## src/rtl/mips_avalon_arbiter.sv

```systemverilog
// mips_avalon_arbiter
// Two-master to one-slave Avalon-MM arbiter. Master 0 is instruction fetch and
// master 1 is data load/store. A registered grant FSM gives one master
// exclusive use of the shared memory slave for a whole transfer, while the
// other master is held off with waitrequest. Protocol misuse by either master
// sets a sticky error flag that only reset clears.

module mips_avalon_arbiter #(
   parameter int ROUND_ROBIN = 1,
   parameter int FIXED_PRIO  = 1
) (
   input  logic        clk,
   input  logic        reset,

   input  logic [31:0] m0_address,
   input  logic [3:0]  m0_byteenable,
   input  logic        m0_read,
   input  logic        m0_write,
   input  logic [31:0] m0_writedata,
   output logic        m0_waitrequest,
   output logic [31:0] m0_readdata,

   input  logic [31:0] m1_address,
   input  logic [3:0]  m1_byteenable,
   input  logic        m1_read,
   input  logic        m1_write,
   input  logic [31:0] m1_writedata,
   output logic        m1_waitrequest,
   output logic [31:0] m1_readdata,

   output logic [31:0] s_address,
   output logic [3:0]  s_byteenable,
   output logic        s_read,
   output logic        s_write,
   output logic [31:0] s_writedata,
   input  logic        s_waitrequest,
   input  logic [31:0] s_readdata,

   output logic [1:0]  grant,
   output logic        protocol_error
);

   // State encoding doubles as the one-hot grant vector.
   localparam logic [1:0] IDLE = 2'b00;
   localparam logic [1:0] OWN0 = 2'b01;
   localparam logic [1:0] OWN1 = 2'b10;

   localparam logic FIXED_BIT = (FIXED_PRIO != 0);
   localparam logic USE_RR    = (ROUND_ROBIN != 0);

   logic [1:0] state;
   logic [1:0] state_next;
   logic       last_winner;
   logic       last_winner_next;
   logic       m0_req;
   logic       m1_req;
   logic       rw_clash;
   logic       abandon;

   assign m0_req   = m0_read | m0_write;
   assign m1_req   = m1_read | m1_write;
   assign rw_clash = (m0_read & m0_write) | (m1_read & m1_write);
   assign grant    = state;

   // Picks the next owner from the current requests; on a tie round-robin
   // favours the master that did not win last, otherwise the fixed master.
   function automatic logic [1:0] arbitrate(input logic r0, input logic r1,
                                            input logic last);
      logic       tie_winner;
      logic [1:0] result;
      tie_winner = USE_RR ? ~last : FIXED_BIT;
      if (r0 && r1)
         result = tie_winner ? OWN1 : OWN0;
      else if (r0)
         result = OWN0;
      else if (r1)
         result = OWN1;
      else
         result = IDLE;
      return result;
   endfunction

   // Next-state logic: completions re-arbitrate on the same edge so
   // back-to-back grants need no idle bubble.
   always_comb begin
      state_next       = state;
      last_winner_next = last_winner;
      abandon          = 1'b0;
      case (state)
         IDLE: begin
            state_next = arbitrate(m0_req, m1_req, last_winner);
         end
         OWN0: begin
            if (m0_req && !s_waitrequest) begin
               last_winner_next = 1'b0;
               state_next       = arbitrate(m0_req, m1_req, 1'b0);
            end else if (!m0_req && s_waitrequest) begin
               state_next = IDLE;
               abandon    = 1'b1;
            end else if (!m0_req) begin
               state_next = arbitrate(1'b0, m1_req, last_winner);
            end
         end
         OWN1: begin
            if (m1_req && !s_waitrequest) begin
               last_winner_next = 1'b1;
               state_next       = arbitrate(m0_req, m1_req, 1'b1);
            end else if (!m1_req && s_waitrequest) begin
               state_next = IDLE;
               abandon    = 1'b1;
            end else if (!m1_req) begin
               state_next = arbitrate(m0_req, 1'b0, last_winner);
            end
         end
         default: begin
            state_next = IDLE;
         end
      endcase
   end

   // Grant state and round-robin history; reset makes FIXED_PRIO win the first tie.
   always_ff @(posedge clk or posedge reset) begin
      if (reset) begin
         state       <= IDLE;
         last_winner <= ~FIXED_BIT;
      end else begin
         state       <= state_next;
         last_winner <= last_winner_next;
      end
   end

   // Sticky protocol error: abandoned transfers and simultaneous read+write.
   always_ff @(posedge clk or posedge reset) begin
      if (reset)
         protocol_error <= 1'b0;
      else if (abandon || rw_clash)
         protocol_error <= 1'b1;
   end

   // Datapath mux: the owner talks straight to the slave, everyone else is stalled.
   always_comb begin
      s_address      = 32'h0;
      s_byteenable   = 4'h0;
      s_read         = 1'b0;
      s_write        = 1'b0;
      s_writedata    = 32'h0;
      m0_waitrequest = 1'b1;
      m0_readdata    = 32'h0;
      m1_waitrequest = 1'b1;
      m1_readdata    = 32'h0;
      case (state)
         OWN0: begin
            s_address      = m0_address;
            s_byteenable   = m0_byteenable;
            s_read         = m0_read;
            s_write        = m0_write & ~m0_read;
            s_writedata    = m0_writedata;
            m0_waitrequest = s_waitrequest;
            m0_readdata    = s_readdata;
         end
         OWN1: begin
            s_address      = m1_address;
            s_byteenable   = m1_byteenable;
            s_read         = m1_read;
            s_write        = m1_write & ~m1_read;
            s_writedata    = m1_writedata;
            m1_waitrequest = s_waitrequest;
            m1_readdata    = s_readdata;
         end
         default: begin
         end
      endcase
   end

endmodule

```

## config.mk

```make
export PLATFORM = sky130hd
export DESIGN_NAME = mips_avalon_arbiter
export DESIGN_NICKNAME = d
export VERILOG_FILES = /design/src/rtl/mips_avalon_arbiter.sv
export SDC_FILE = /design/constraint.sdc
export NUM_CORES = 1
export LEC_CHECK = 0
export CORE_AREA = 2 2 123 125
export DETAILED_ROUTE_END_ITERATION = 10
export DIE_AREA = 0 0 125 127
export PLACE_DENSITY = 0.52
export SKIP_LAST_GASP = 1
export SYNTH_ARGS = -nofsm -noshare
export SYNTH_HDL_FRONTEND = slang
export SYNTH_SLANG_ARGS = --single-unit
```

## constraint.sdc

```tcl
create_clock -name clk -period 1.8 [get_ports clk]
set_clock_uncertainty 0.1 [all_clocks]
set_input_delay 0.54 -clock clk [delete_from_list [all_inputs] [get_ports clk]]
set_output_delay 0.54 -clock clk [all_outputs]
set_load 0.05 [all_outputs]
```

=== Yosys cells after proc, flatten, opt, wreduce, memory -nomap -nowiden ===
Cells that the tools add are included.

* $add $sub $neg: 0
* Multiply operators: 0
* Div/mod/pow operators: 0
* Magnitude comparators: 0
* Eq/ne operators: 6
* Shift operators: 0
* Mux-type cells: 31
* Bitwise logic cells: 9
* Reduce and logical (&&, ||, !) cells: 13

{| class="wikitable"
|+ Operators with widths
! operator !! number
|-
| one-hot mux 32 bit (2 select lines) || 2
|-
| 2-to-1 mux 32 bit || 2
|-
| 2-to-1 mux 2 bit || 12
|-
| 2-to-1 mux 1 bit || 9
|-
| != test 4 bit, second input constant || 2
|-
| one-hot mux 1 bit (2 select lines) || 4
|-
| one-hot mux 4 bit (2 select lines) || 1
|-
| one-hot mux 2 bit (3 select lines) || 1
|-
| logical AND 1 bit || 5
|-
| bitwise AND 1 bit || 4
|-
| != test 2 bit, second input constant || 2
|-
| logical NOT 1 bit || 3
|-
| OR 1 bit || 3
|-
| AND reduction 3 bit || 1
|-
| == test 2 x 1 -> 1 bit, second input constant || 1
|-
| == test 2 bit, second input constant || 1
|-
| logical NOT 2 bit || 1
|-
| inverter 1 bit || 2
|-
| AND reduction 2 bit || 1
|-
| nonzero test 2 bit || 1
|-
| logical OR 1 bit || 1
|}

* Bits in registers: 4
* Bits in latches: 0
* RAM bits: 0
* Bits in read-only memories: 0
* Input port bits: 175
* Output and inout port bits: 139
* Logic and storage cells: 62
* Memories kept: 0

=== Logic depth before layout (Yosys ltp) ===
* Depth after elaboration: 7
* Depth in mapped cells: 8
* Gate-level depth less buffers: 6

=== Least setup slack after synthesis ===
Ideal clock, no wire load.

* Path kind: reg-to-output
* From: register state[0] (netlist: grant[0])
* To: output s_address[0]
* Data arrival time: 2.132 ns
* Setup slack: -0.972 ns
* Stages on the path, launching flop included: 5
* Cells stage by stage: dfrtp_1 > inv_1 > ha_1 > clkbuf_1 > nor2b_1

* Longest elaborated chain between the ends: 2
* Elaborated cells between the ends (all ways): 3

{| class="wikitable"
|+ RTL lines
! what !! RTL line !! text
|-
| from (decl) || 51 || <nowiki>logic [1:0] state;</nowiki>
|-
| from (signal assigned) || 127 || <nowiki>state <= state_next;</nowiki>
|-
| == test 2 bit or == test 2 x 1 -> 1 bit (tied branches) || 151 || <nowiki>case (state)</nowiki>
|-
| one-hot mux 32 bit (2 select lines) (*) || 151 ||
|-
| to (decl) || 31 || <nowiki>output logic [31:0] s_address,</nowiki>
|}

Every way passes the cells marked *; elsewhere a longest branch is shown, timed or not.

=== Worst setup path in the final report ===
* From: register state[1] (netlist: grant[1])
* To: output m0_readdata[24]

* Longest elaborated chain between the ends: 2

{| class="wikitable"
|+ RTL lines
! what !! RTL line !! text
|-
| == test 2 x 1 -> 1 bit || 151 ||
|-
| 2-to-1 mux 32 bit || 151 ||
|-
| to (decl) || 21 || <nowiki>output logic [31:0] m0_readdata,</nowiki>
|}

No other way between the ends.

==> impl_metrics.env <==
export IMPL_yosys_area_share_simple=0.476
export IMPL_power_density_nw_per_um2=1830
export IMPL_grt_max_degree=35
export IMPL_slew_headroom=0.788
export IMPL_synth_seq_cells=4
export IMPL_grt_util_all_layers=0.150
export IMPL_antenna_found_initial=0
export IMPL_finalNetCount=801
export IMPL_grt_pass1_wl_um=19300
export IMPL_p_leak_nw=3.33
export IMPL_finalWorstPathRequiredPeriod_ps=2280
export IMPL_hp_class="in -> async"
export IMPL_syn_nets=453
export IMPL_die_w_um=125
export IMPL_dpl_instance_area_um2=7640
export IMPL_synth_compound_area_share=0.349
export IMPL_root_buffer="clkbuf_16"
export IMPL_synthMuxAreaShare=0
export IMPL_crit_path_end_kind="output pin"
export IMPL_clk_latency_ps=230
export IMPL_clk_pin_slew_ps=30
export IMPL_syn_cell_area_um2=1890
export IMPL_seq_area_frac_synth=0.0530
export IMPL_cts_tree="done"
export IMPL_clk_path_buf_depth=2
export IMPL_dp_hpwl_um=11100
export IMPL_drc=0
export IMPL_rsz0062_at_grt="yes"
export IMPL_drt_iter0_drc=49
export IMPL_worst_pin_slew_ps=319
export IMPL_start_util=0.131
export IMPL_synth_edf_count=0
export IMPL_start_kind="register"
export IMPL_ant_nets=0
export IMPL_cts_hold_buf=0
export IMPL_violations="negative setup slack"
export IMPL_syn_inst=274
export IMPL_post_place_ws_ps=-399
export IMPL_num_rows=44
export IMPL_ys_types=26
export IMPL_ir_worst_vdd_uv=999
export IMPL_period_share=1.27
export IMPL_setup_viol=138
export IMPL_path_class="reg -> out"
export IMPL_routed_wl_um=14400
export IMPL_slew_viol_final=0
export IMPL_die_area_um2=15900
export IMPL_maxCapViolCount=0
export IMPL_die_h_um=127
export IMPL_gp_congestion=0.773
export IMPL_worst_hold_slack_ps=397
export IMPL_area_growth_pct=352
export IMPL_cp_required_ps=1160
export IMPL_crit_arrival_ps=1640
export IMPL_drt_pass1_iter_count=4
export IMPL_synth_ff_type="dfrtp_1"
export IMPL_io_pins=314
export IMPL_ys_warn_count=0
export IMPL_cts_sinks=4
export IMPL_grt_pass1_vias=3525
export IMPL_status="finished with violations"
export IMPL_cts_buffers_inserted=3
export IMPL_diodes=0
export IMPL_drive_gt1_frac=0.684
export IMPL_core_area_um2=14400
export IMPL_grt_overflow=0
export IMPL_vias=3489
export IMPL_final_area_um2=8540
export IMPL_fmax_ghz=0.438
export IMPL_synthAdderAreaFrac=0.0265
export IMPL_htree_levels=1
export IMPL_synth_top_family_by_area="simple AND/OR/NAND/NOR gates"
export IMPL_hold_viol=0
export IMPL_synth_xor_area_share=0
export IMPL_worst_path_max_fanout=6
export IMPL_synth_avg_cell_area_um2=6.89
export IMPL_routedWlPerCell_um=17.9
export IMPL_setup_ws_ps=-482
export IMPL_synthArstFlopShare=1.00
export IMPL_p_total_mw=15.6
export IMPL_avgViaCountPerCell=4.33
export IMPL_numPortBuffers=313
[layer usage]
layer,global-route usage,part of all wire,vias to the layer above
li1,-,-,1663
met1,0.158,0.35,1669
met2,0.311,0.58,149
met3,0.0285,0.058,8
met4,0.0203,0.0069,0
met5,0,0,-
[cells in the mapped netlist (2+ instances only)]
cell / n / area share
a21o_1: 2 / 0.0079
nor2b_1: 69 / 0.23
buf_6: 4 / 0.024
dfrtp_1: 4 / 0.053
o21ai_0: 3 / 0.0079
nand2b_1: 2 / 0.0066
inv_1: 3 / 0.0060
clkbuf_1: 13 / 0.026
nand2_1: 7 / 0.014
ha_1: 4 / 0.027
a22oi_1: 71 / 0.28
buf_4: 2 / 0.0079
buf_2: 12 / 0.032
and2_1: 65 / 0.22
nor2_4: 2 / 0.012
[flip-flops by register name, summed over array words and instances (netlist names)]
signal and cells:
grant 2, last_winner 1, protocol_error 1
[cells by family (layout without fill, tap and decap cells)]
| group | after synthesis | after routing |
|---|---|---|
| simple gates | 145 | 145 |
| compound gates | 87 | 87 |
| buf+inv | 34 | 381 |
| fa+ha+maj | 4 | 4 |
| flops | 4 | 4 |
[placed cells by master (no fill, tap or decap), drive strengths merged]
cell type | Yosys | final
a211oi | 1 | 1
a21boi | 1 | 1
a21o | 2 | 2
a21oi | 1 | 1
a221oi | 1 | 1
a22oi | 71 | 71
and2 | 65 | 65
buf | 18 | 189
clkbuf | 13 | 15
clkdlybuf4s50 | 0 | 173
dfrtp | 4 | 4
dlymetal6s2s | 0 | 1
ha | 4 | 4
inv | 3 | 3
nand2 | 7 | 7
nand2b | 2 | 2
nor2 | 2 | 2
nor2b | 69 | 69
o21a | 1 | 1
o21ai | 3 | 3
o221ai | 1 | 1
o22a | 1 | 1
o22ai | 1 | 1
o31a | 1 | 1
o41ai | 2 | 2
[worst max-delay path, stage by stage (launching register included)]
cell and delay [ps]:
dfrtp_2 440, inv_4 90, ha_4 180, buf_12 160, buf_12 140, buf_6 100
and2_4 150, buf_12 130
[cell type report]
cell class / instances / area, um2
clock buffers: 4 / 78.8
fillers: 1158 / 5890
inverters: 3 / 16.3
multi-input cells: 236 / 2710
flip-flops and latches: 4 / 103
well taps: 184 / 230
repair buffers: 374 / 5400
[what timing repair did]
| action | in CTS | in global routing |
|---|---|---|
| cloned | 0 | 16 |
| pin swaps | 1 | 35 |
| buffers inserted | 4 | 8 |
| gates resized for setup | 5 | 85 |
| endpoints found under the hold margin | 0 | 0 |
| endpoints found under the setup margin | 139 | 140 |
[report_power, final]
group	internal, mW	switching (mW)	leakage [nW]
Clock	0.293	0.0702	0.0382
Sequential	0.127	0.0533	0.0447
Combinational	7.97	7.12	3.24
[path summary, 6_finish.rpt]
check	cells after the start	start	endpoint	slack (ps)
worst min-delay path	2	reset	grant[0]	400
min in group clk	1	last_winner	last_winner	490
worst max register to register	10	grant[0]	grant[0]	-220
worst max-delay path	7	grant[1]	m0_readdata[24]	-480
worst min register to register	1	last_winner	last_winner	490
max in group asynchronous	2	reset	grant[1]	1040
[metrics by stage]
step / std cells / util / setup TNS [ps]
CTS: 782 / 0.538 / -61660
floorplan: 274 / - / -41770
global route: 805 / 0.592 / -68860
detailed placement: 774 / 0.529 / -34900
global placement: 774 / 0.529 / -33760
finish: 805 / 0.592 / -60890
(Power assumes the default switching activity.)
